[src/rtl/sbox_layer_sequencer_if.sv]
// Block handshake and shared S-box core bus for sbox_layer_sequencer.
// master = sequencer side, slave = upstream/downstream/core side.
interface sbox_layer_sequencer_if #(
   parameter int NWORDS = 8
);
   logic                in_valid;
   logic                in_ready;
   logic [6*NWORDS-1:0] in_data;
   logic                out_valid;
   logic                out_ready;
   logic [6*NWORDS-1:0] out_data;
   logic                busy;
   logic [5:0]          sbox_x;
   logic [5:0]          sbox_y;

   modport master (
      input  in_valid,
      input  in_data,
      input  out_ready,
      input  sbox_y,
      output in_ready,
      output out_valid,
      output out_data,
      output busy,
      output sbox_x
   );

   modport slave (
      output in_valid,
      output in_data,
      output out_ready,
      output sbox_y,
      input  in_ready,
      input  out_valid,
      input  out_data,
      input  busy,
      input  sbox_x
   );
endinterface

[src/rtl/sbox_layer_sequencer.sv]
// Serialises one substitution layer through a single external S-box core,
// one 6-bit word per clock, ascending word order.
module sbox_layer_sequencer #(
   parameter int NWORDS = 8,
   parameter bit PIPE   = 1'b1
) (
   input  logic                   clk,
   input  logic                   rst_n,
   sbox_layer_sequencer_if.master bus
);
   localparam int            IW   = $clog2(NWORDS);
   localparam logic [IW-1:0] LAST = IW'(NWORDS - 1);

   generate
      if (NWORDS < 2 || NWORDS > 16) begin : g_bad_nwords
         $error("sbox_layer_sequencer: NWORDS must be in 2..16");
      end
   endgenerate

   typedef enum logic [1:0] {
      IDLE = 2'd0,
      RUN  = 2'd1,
      DONE = 2'd2
   } state_t;

   state_t        state_q;
   state_t        state_d;
   logic [5:0]    buf_q [NWORDS];
   logic [5:0]    res_q [NWORDS];
   logic [IW-1:0] issue_q;
   logic [IW-1:0] issue_nx;
   logic [IW-1:0] wb_q;
   logic          drain_q;
   logic [5:0]    pipe_q;
   logic          pipe_vld_q;
   logic [5:0]    sbox_x_q;
   logic [5:0]    sbox_x_d;
   logic          accept;
   logic          run_last;

   assign accept   = bus.in_valid & bus.in_ready;
   assign issue_nx = issue_q + IW'(1);

   // Final RUN cycle: last word lands in the result buffer this edge.
   assign run_last = PIPE ? (pipe_vld_q && wb_q == LAST)
                          : (issue_q == LAST);

   // State register.
   always_ff @(posedge clk) begin
      if (!rst_n) begin
         state_q <= IDLE;
      end else begin
         state_q <= state_d;
      end
   end

   // Next-state decode.
   always_comb begin
      state_d = state_q;
      unique case (state_q)
         IDLE: begin
            if (accept) state_d = RUN;
         end
         RUN: begin
            if (run_last) state_d = DONE;
         end
         DONE: begin
            if (bus.out_ready) state_d = IDLE;
         end
         default: state_d = IDLE;
      endcase
   end

   // Next core input: word 0 on accept, then the following word each
   // RUN cycle, and 0 whenever nothing is being issued.
   always_comb begin
      sbox_x_d = '0;
      if (accept) begin
         sbox_x_d = bus.in_data[5:0];
      end else if (state_q == RUN && !drain_q && issue_q != LAST) begin
         sbox_x_d = buf_q[issue_nx];
      end
   end

   // Input block buffer, loaded only on acceptance.
   always_ff @(posedge clk) begin
      if (accept) begin
         for (int i = 0; i < NWORDS; i++) begin
            buf_q[i] <= bus.in_data[6*i +: 6];
         end
      end
   end

   // Issue/writeback indices, pipe register and result buffer.
   always_ff @(posedge clk) begin
      if (!rst_n) begin
         issue_q    <= '0;
         wb_q       <= '0;
         drain_q    <= 1'b0;
         pipe_q     <= '0;
         pipe_vld_q <= 1'b0;
         sbox_x_q   <= '0;
         for (int i = 0; i < NWORDS; i++) begin
            res_q[i] <= '0;
         end
      end else begin
         sbox_x_q <= sbox_x_d;
         if (accept) begin
            issue_q    <= '0;
            wb_q       <= '0;
            drain_q    <= 1'b0;
            pipe_vld_q <= 1'b0;
         end else if (state_q == RUN) begin
            if (!drain_q) begin
               if (issue_q == LAST) begin
                  drain_q <= PIPE;
               end else begin
                  issue_q <= issue_nx;
               end
            end
            if (PIPE) begin
               pipe_q     <= bus.sbox_y;
               pipe_vld_q <= !drain_q;
               if (pipe_vld_q) begin
                  res_q[wb_q] <= pipe_q;
                  if (wb_q != LAST) begin
                     wb_q <= wb_q + IW'(1);
                  end
               end
            end else begin
               res_q[issue_q] <= bus.sbox_y;
            end
         end
      end
   end

   // Result packing: word i at bits [6i+5:6i].
   for (genvar g = 0; g < NWORDS; g++) begin : g_out
      assign bus.out_data[6*g +: 6] = res_q[g];
   end

   assign bus.in_ready  = rst_n & (state_q == IDLE);
   assign bus.out_valid = (state_q == DONE);
   assign bus.busy      = (state_q != IDLE);
   assign bus.sbox_x    = sbox_x_q;
endmodule

[src/flat_wrapper.sv]
// flat-port wrapper written by rule: the top's interface ports become plain ports
module sbox_layer_sequencer_flat 
#(
   parameter int NWORDS = 8,
   parameter bit PIPE   = 1'b1
)
  (clk, rst_n, bus_in_valid, bus_in_data, bus_out_ready, bus_sbox_y, bus_in_ready, bus_out_valid, bus_out_data, bus_busy, bus_sbox_x);
  sbox_layer_sequencer_if #(.NWORDS(NWORDS)) bus_i ();
  input  logic clk;
  input  logic rst_n;
  input wire logic [$bits(bus_i.in_valid)-1:0] bus_in_valid;
  input wire logic [$bits(bus_i.in_data)-1:0] bus_in_data;
  input wire logic [$bits(bus_i.out_ready)-1:0] bus_out_ready;
  input wire logic [$bits(bus_i.sbox_y)-1:0] bus_sbox_y;
  output wire logic [$bits(bus_i.in_ready)-1:0] bus_in_ready;
  output wire logic [$bits(bus_i.out_valid)-1:0] bus_out_valid;
  output wire logic [$bits(bus_i.out_data)-1:0] bus_out_data;
  output wire logic [$bits(bus_i.busy)-1:0] bus_busy;
  output wire logic [$bits(bus_i.sbox_x)-1:0] bus_sbox_x;
  assign bus_i.in_valid = bus_in_valid;
  assign bus_i.in_data = bus_in_data;
  assign bus_i.out_ready = bus_out_ready;
  assign bus_i.sbox_y = bus_sbox_y;
  assign bus_in_ready = bus_i.in_ready;
  assign bus_out_valid = bus_i.out_valid;
  assign bus_out_data = bus_i.out_data;
  assign bus_busy = bus_i.busy;
  assign bus_sbox_x = bus_i.sbox_x;
  sbox_layer_sequencer #(.NWORDS(NWORDS), .PIPE(PIPE)) u_core (.clk(clk), .rst_n(rst_n), .bus(bus_i));
endmodule
[config.mk]
export PLATFORM = sky130hd
export DESIGN_NAME = sbox_layer_sequencer_flat
export DESIGN_NICKNAME = d
export VERILOG_FILES = /design/src/rtl/sbox_layer_sequencer_if.sv /design/src/rtl/sbox_layer_sequencer.sv /design/src/flat_wrapper.sv
export SDC_FILE = /design/constraint.sdc
export NUM_CORES = 1
export LEC_CHECK = 0
export BUFFER_PORTS_ARGS = -buffer_cell sky130_fd_sc_hd__buf_4
export CAP_MARGIN = 30
export CORE_UTILIZATION = 35
export DETAILED_ROUTE_END_ITERATION = 12
export PLACE_DENSITY_LB_ADDON = 0.3
export SYNTH_ARGS = -nofsm -noshare
export SYNTH_HDL_FRONTEND = slang
export SYNTH_SLANG_ARGS = --single-unit
[constraint.sdc]
create_clock -name clk -period 2.08 [get_ports clk]
set_input_delay 0.208 -clock clk [delete_from_list [all_inputs] [get_ports clk]]
set_output_delay 0.208 -clock clk [all_outputs]
set_load 0.05 [all_outputs]
==> flow_summary_export.csv <==
group,metric,value,unit
synthesis,synth_ff_type,"edfxtp_1",
route,routedWlPerCell,15.28,µm
cells_and_area,nNetsFinal,553,
sta,hold_viol,0,
cells_and_area,ff_latch_area,3323,µm²
synthesis,async_reset_ff_frac,0,
place,port_buffers,114,
synthesis,synth-seq-area-share,0.7165,
critical_path,cp_cell_sequence,"nor2b_1, buf_4, nand4_4, nor3_4, nand2b_1",
place,gp_congestion,0.7652,
critical_path,crit_family,"simple AND/OR/NAND/NOR gates",
power,pwr-share-comb,0.107,
global_route,grt-ovfl-total,0,
die,die_area,13720,µm²
sta,slew_viol_final,0,
die,core,12770,µm²
flow_run,cap_violations,0,
power,p_leak,2.696,nW
critical_path,critPathSlowestCell,"dfxtp_1",
clock_network,clk_path_buf_depth,2,
route,dr_total_vias,3087,
power,p_seq_frac,0.452,
critical_path,crit_fanout,7,
cells_and_area,area_delta_synth_final,46.24,%
die,start_util,0.3631,
cells_and_area,design_area,6783,µm²
synthesis,yosysMostFrequentCell,"edfxtp_1",
sta,finalCritPeriodShare,0.8906,
sta,fin_tns_setup,0,ns
power,power.share.clock,0.441,
synthesis,synth_edf_count,96,
route,drt_pass1_iterations,4,
clock_network,clock-root-buffer,"clkbuf_16",
power,internal_power,4.630,mW
place,dp_hpwl,7025,µm
global_route,grt_max_degree,34,
sta,relSlewSlack,0.7234,
route,drc,0,
run_status,status,"finished, final reports clean",
sta,fin_ws,0.2276,ns
clock_network,postCtsSetupRepairBufs,0,
route,viasPerCell,4.567,
global_route,grt_first_pass_wirelength,15930,µm
place,placed_area,5771,µm²
clock_network,insertion_delay,0.41,ns
sta,final.min_clock_period,1.852,ns
synthesis,synth_top_area_cell,"edfxtp_1",
clock_network,cts_tree,"built",
cells_and_area,multi_input_area,1247,µm²
power,p_per_area,880.5,nW/µm²
route,routed_wl,10330,µm
clock_network,cts.sink_count,118,
synthesis,synth_nets,368,
synthesis,synthCells,306,
sta,whs,0.05619,ns
critical_path,crit_buf_inv,1,
sta,rsz0062_at_grt,"false",
cells_and_area,fill_cells,1098,
synthesis,synthTopCellsByCount,"edfxtp_1, and2_1, dfxtp_1, nand2_1, nor2_1",
synthesis,synth_area_leaders,"edfxtp_1, dfxtp_1, and2_1, mux2_2, mux4_2",
synthesis,ys_seq_elements,118,
sta,max_freq,0.5398,GHz
die,pin_count,115,
global_route,grt_usage,0.1643,
clock_network,clk_pin_slew,0.05,ns
critical_path,end_kind,"flop",
synthesis,yosys_warnings,0,
global_route,antenna_found_initial,0,
synthesis,ys_types,39,
critical_path,worstPathArrival,1.94,ns
cells_and_area,drive_above_1_share,0.3452,
critical_path,worstPathRequired,2.16,ns
clock_network,htree_num_levels,4,
sta,fin_worst_skew,0.008152,ns
global_route,grt_pass1_vias,3178,
cells_and_area,n_antenna_cell,0,
power,ir_drop,0.0005147,V
synthesis,avgSynthCellArea,15.16,µm²
sta,setup_viol,0,
clock_network,numCtsBuffers,17,
synthesis,synth_top_area_frac,0.6215,
synthesis,netlist_area,4638,µm²
die,fp.dieW,117.1,µm
critical_path,start_kind,"flop",
power,swShare,0.2248,
critical_path,crit_type,"flop to flop",
place,place_ws,0.2306,ns
critical_path,max_stage_delay,0.40,ns
route,antenna_left,0,
worst_hold_path,hp-class,"input pin to flop",
die,die_y,117.1,µm
clock_network,cts.repair.resized,0,
route,detail_route.iter0.violations,134,
die,rows,41,
power,switching_power,1.343,mW
sta,worstMarginPinSlew,0.4149,ns
-- kinds of logic (layout without fill, tap and decap cells) --
group / after synthesis / count (layout) / share of synthesized area
simple gates: 114 / 114 / 0.1454
fa+ha+maj: 4 / 4 / 0.01079
xor+xnor: 2 / 2 / 0.003777
compound gates: 35 / 35 / 0.04586
buf+inv: 13 / 211 / 0.01456
flops: 118 / 118 / 0.7165
mux: 20 / 20 / 0.06313
-- what timing repair did --
| action | 4_1_cts | 5_1_grt |
|---|---|---|
| hold endpoints to repair | 48 | 0 |
| endpoints found under the setup margin | 0 | 0 |
| hold buffers | 48 | 0 |
-- worst register-to-register path: stages (launching register included) --
cell      delay (ns)
dfxtp_1         0.40
nor2b_1         0.25
buf_4           0.19
nand4_4         0.17
nor3_4          0.23
nand2b_1        0.29
-- power groups by stage --
stage / logic [mW] / clock network, mW / registers (mW)
after floorplan: 0.197 / 0 / 2.88
after global placement: 0.563 / 0 / 2.74
after detailed placement: 0.570 / 0 / 2.75
after CTS: 0.642 / 2.66 / 2.70
after global routing: 0.681 / 2.78 / 2.71
final: 0.640 / 2.63 / 2.70
-- routing by layer --
metal / routed length, µm / vias to the layer above / global-route usage
li1: - / 1495 / -
met1: 4238 / 1457 / 0.1757
met2: 5370 / 115 / 0.2943
met3: 547 / 20 / 0.04995
met4: 174 / 0 / 0.08270
met5: 0 / - / 0
-- placed cells by master (no fill, tap or decap), drive strengths merged, types with 2 or more instances in the layout --
cell type,instances
nor2,17
nor2b,3
mux2i,6
ha,4
a22oi,4
a211o,4
clkinv,5
o22ai,4
dfxtp,22
a211oi,3
dlygate4sd3,48
mux2,8
and3,4
nor3,5
clkbuf,26
and2,48
inv,3
buf,128
a21oi,10
nand2,22
xnor2,2
nand2b,7
edfxtp,96
mux4,6
o21ai,10
-- registers in the layout, summed over array words and instances (netlist names) --
register	flops
u_core.pipe_q	6
u_core.state_q	2
u_core.buf_q	48
u_core.drain_q	1
u_core.issue_q	3
u_core.wb_q	3
u_core.pipe_vld_q	1
u_core.bus.sbox_x	6
u_core.res_q	48
-- final cells by class --
type,instances,share of cell area
well taps,172,0.03173
inverters,3,0.001660
flip-flops and latches,118,0.4899
clock buffers,26,0.07065
multi-input cells,175,0.1839
repair buffers,176,0.2144
clock inverters,6,0.007748
-- final timing paths --
check                           slack (ns)  depth (start not counted)                 end               from
worst min-delay path                  0.06                          3    u_core.pipe_q[2]      bus_sbox_y[2]
worst min register to register        0.46                          2   u_core.issue_q[2]  u_core.issue_q[2]
worst max-delay path                  0.23                          5  u_core.res_q[1][2]  u_core.state_q[0]
worst max register to register        0.23                          5  u_core.res_q[1][2]  u_core.state_q[0]
-- through the flow --
step | cells | total power, mW | utilization
finish | 676 | 5.972 | 0.5310
CTS | 676 | 6.006 | 0.5310
detailed placement | 596 | 3.317 | 0.4518
floorplan | 306 | 3.075 | -
global placement | 596 | 3.308 | 0.4518
global route | 676 | 6.170 | 0.5310
Note: power is estimated with default switching activity, not from simulation.
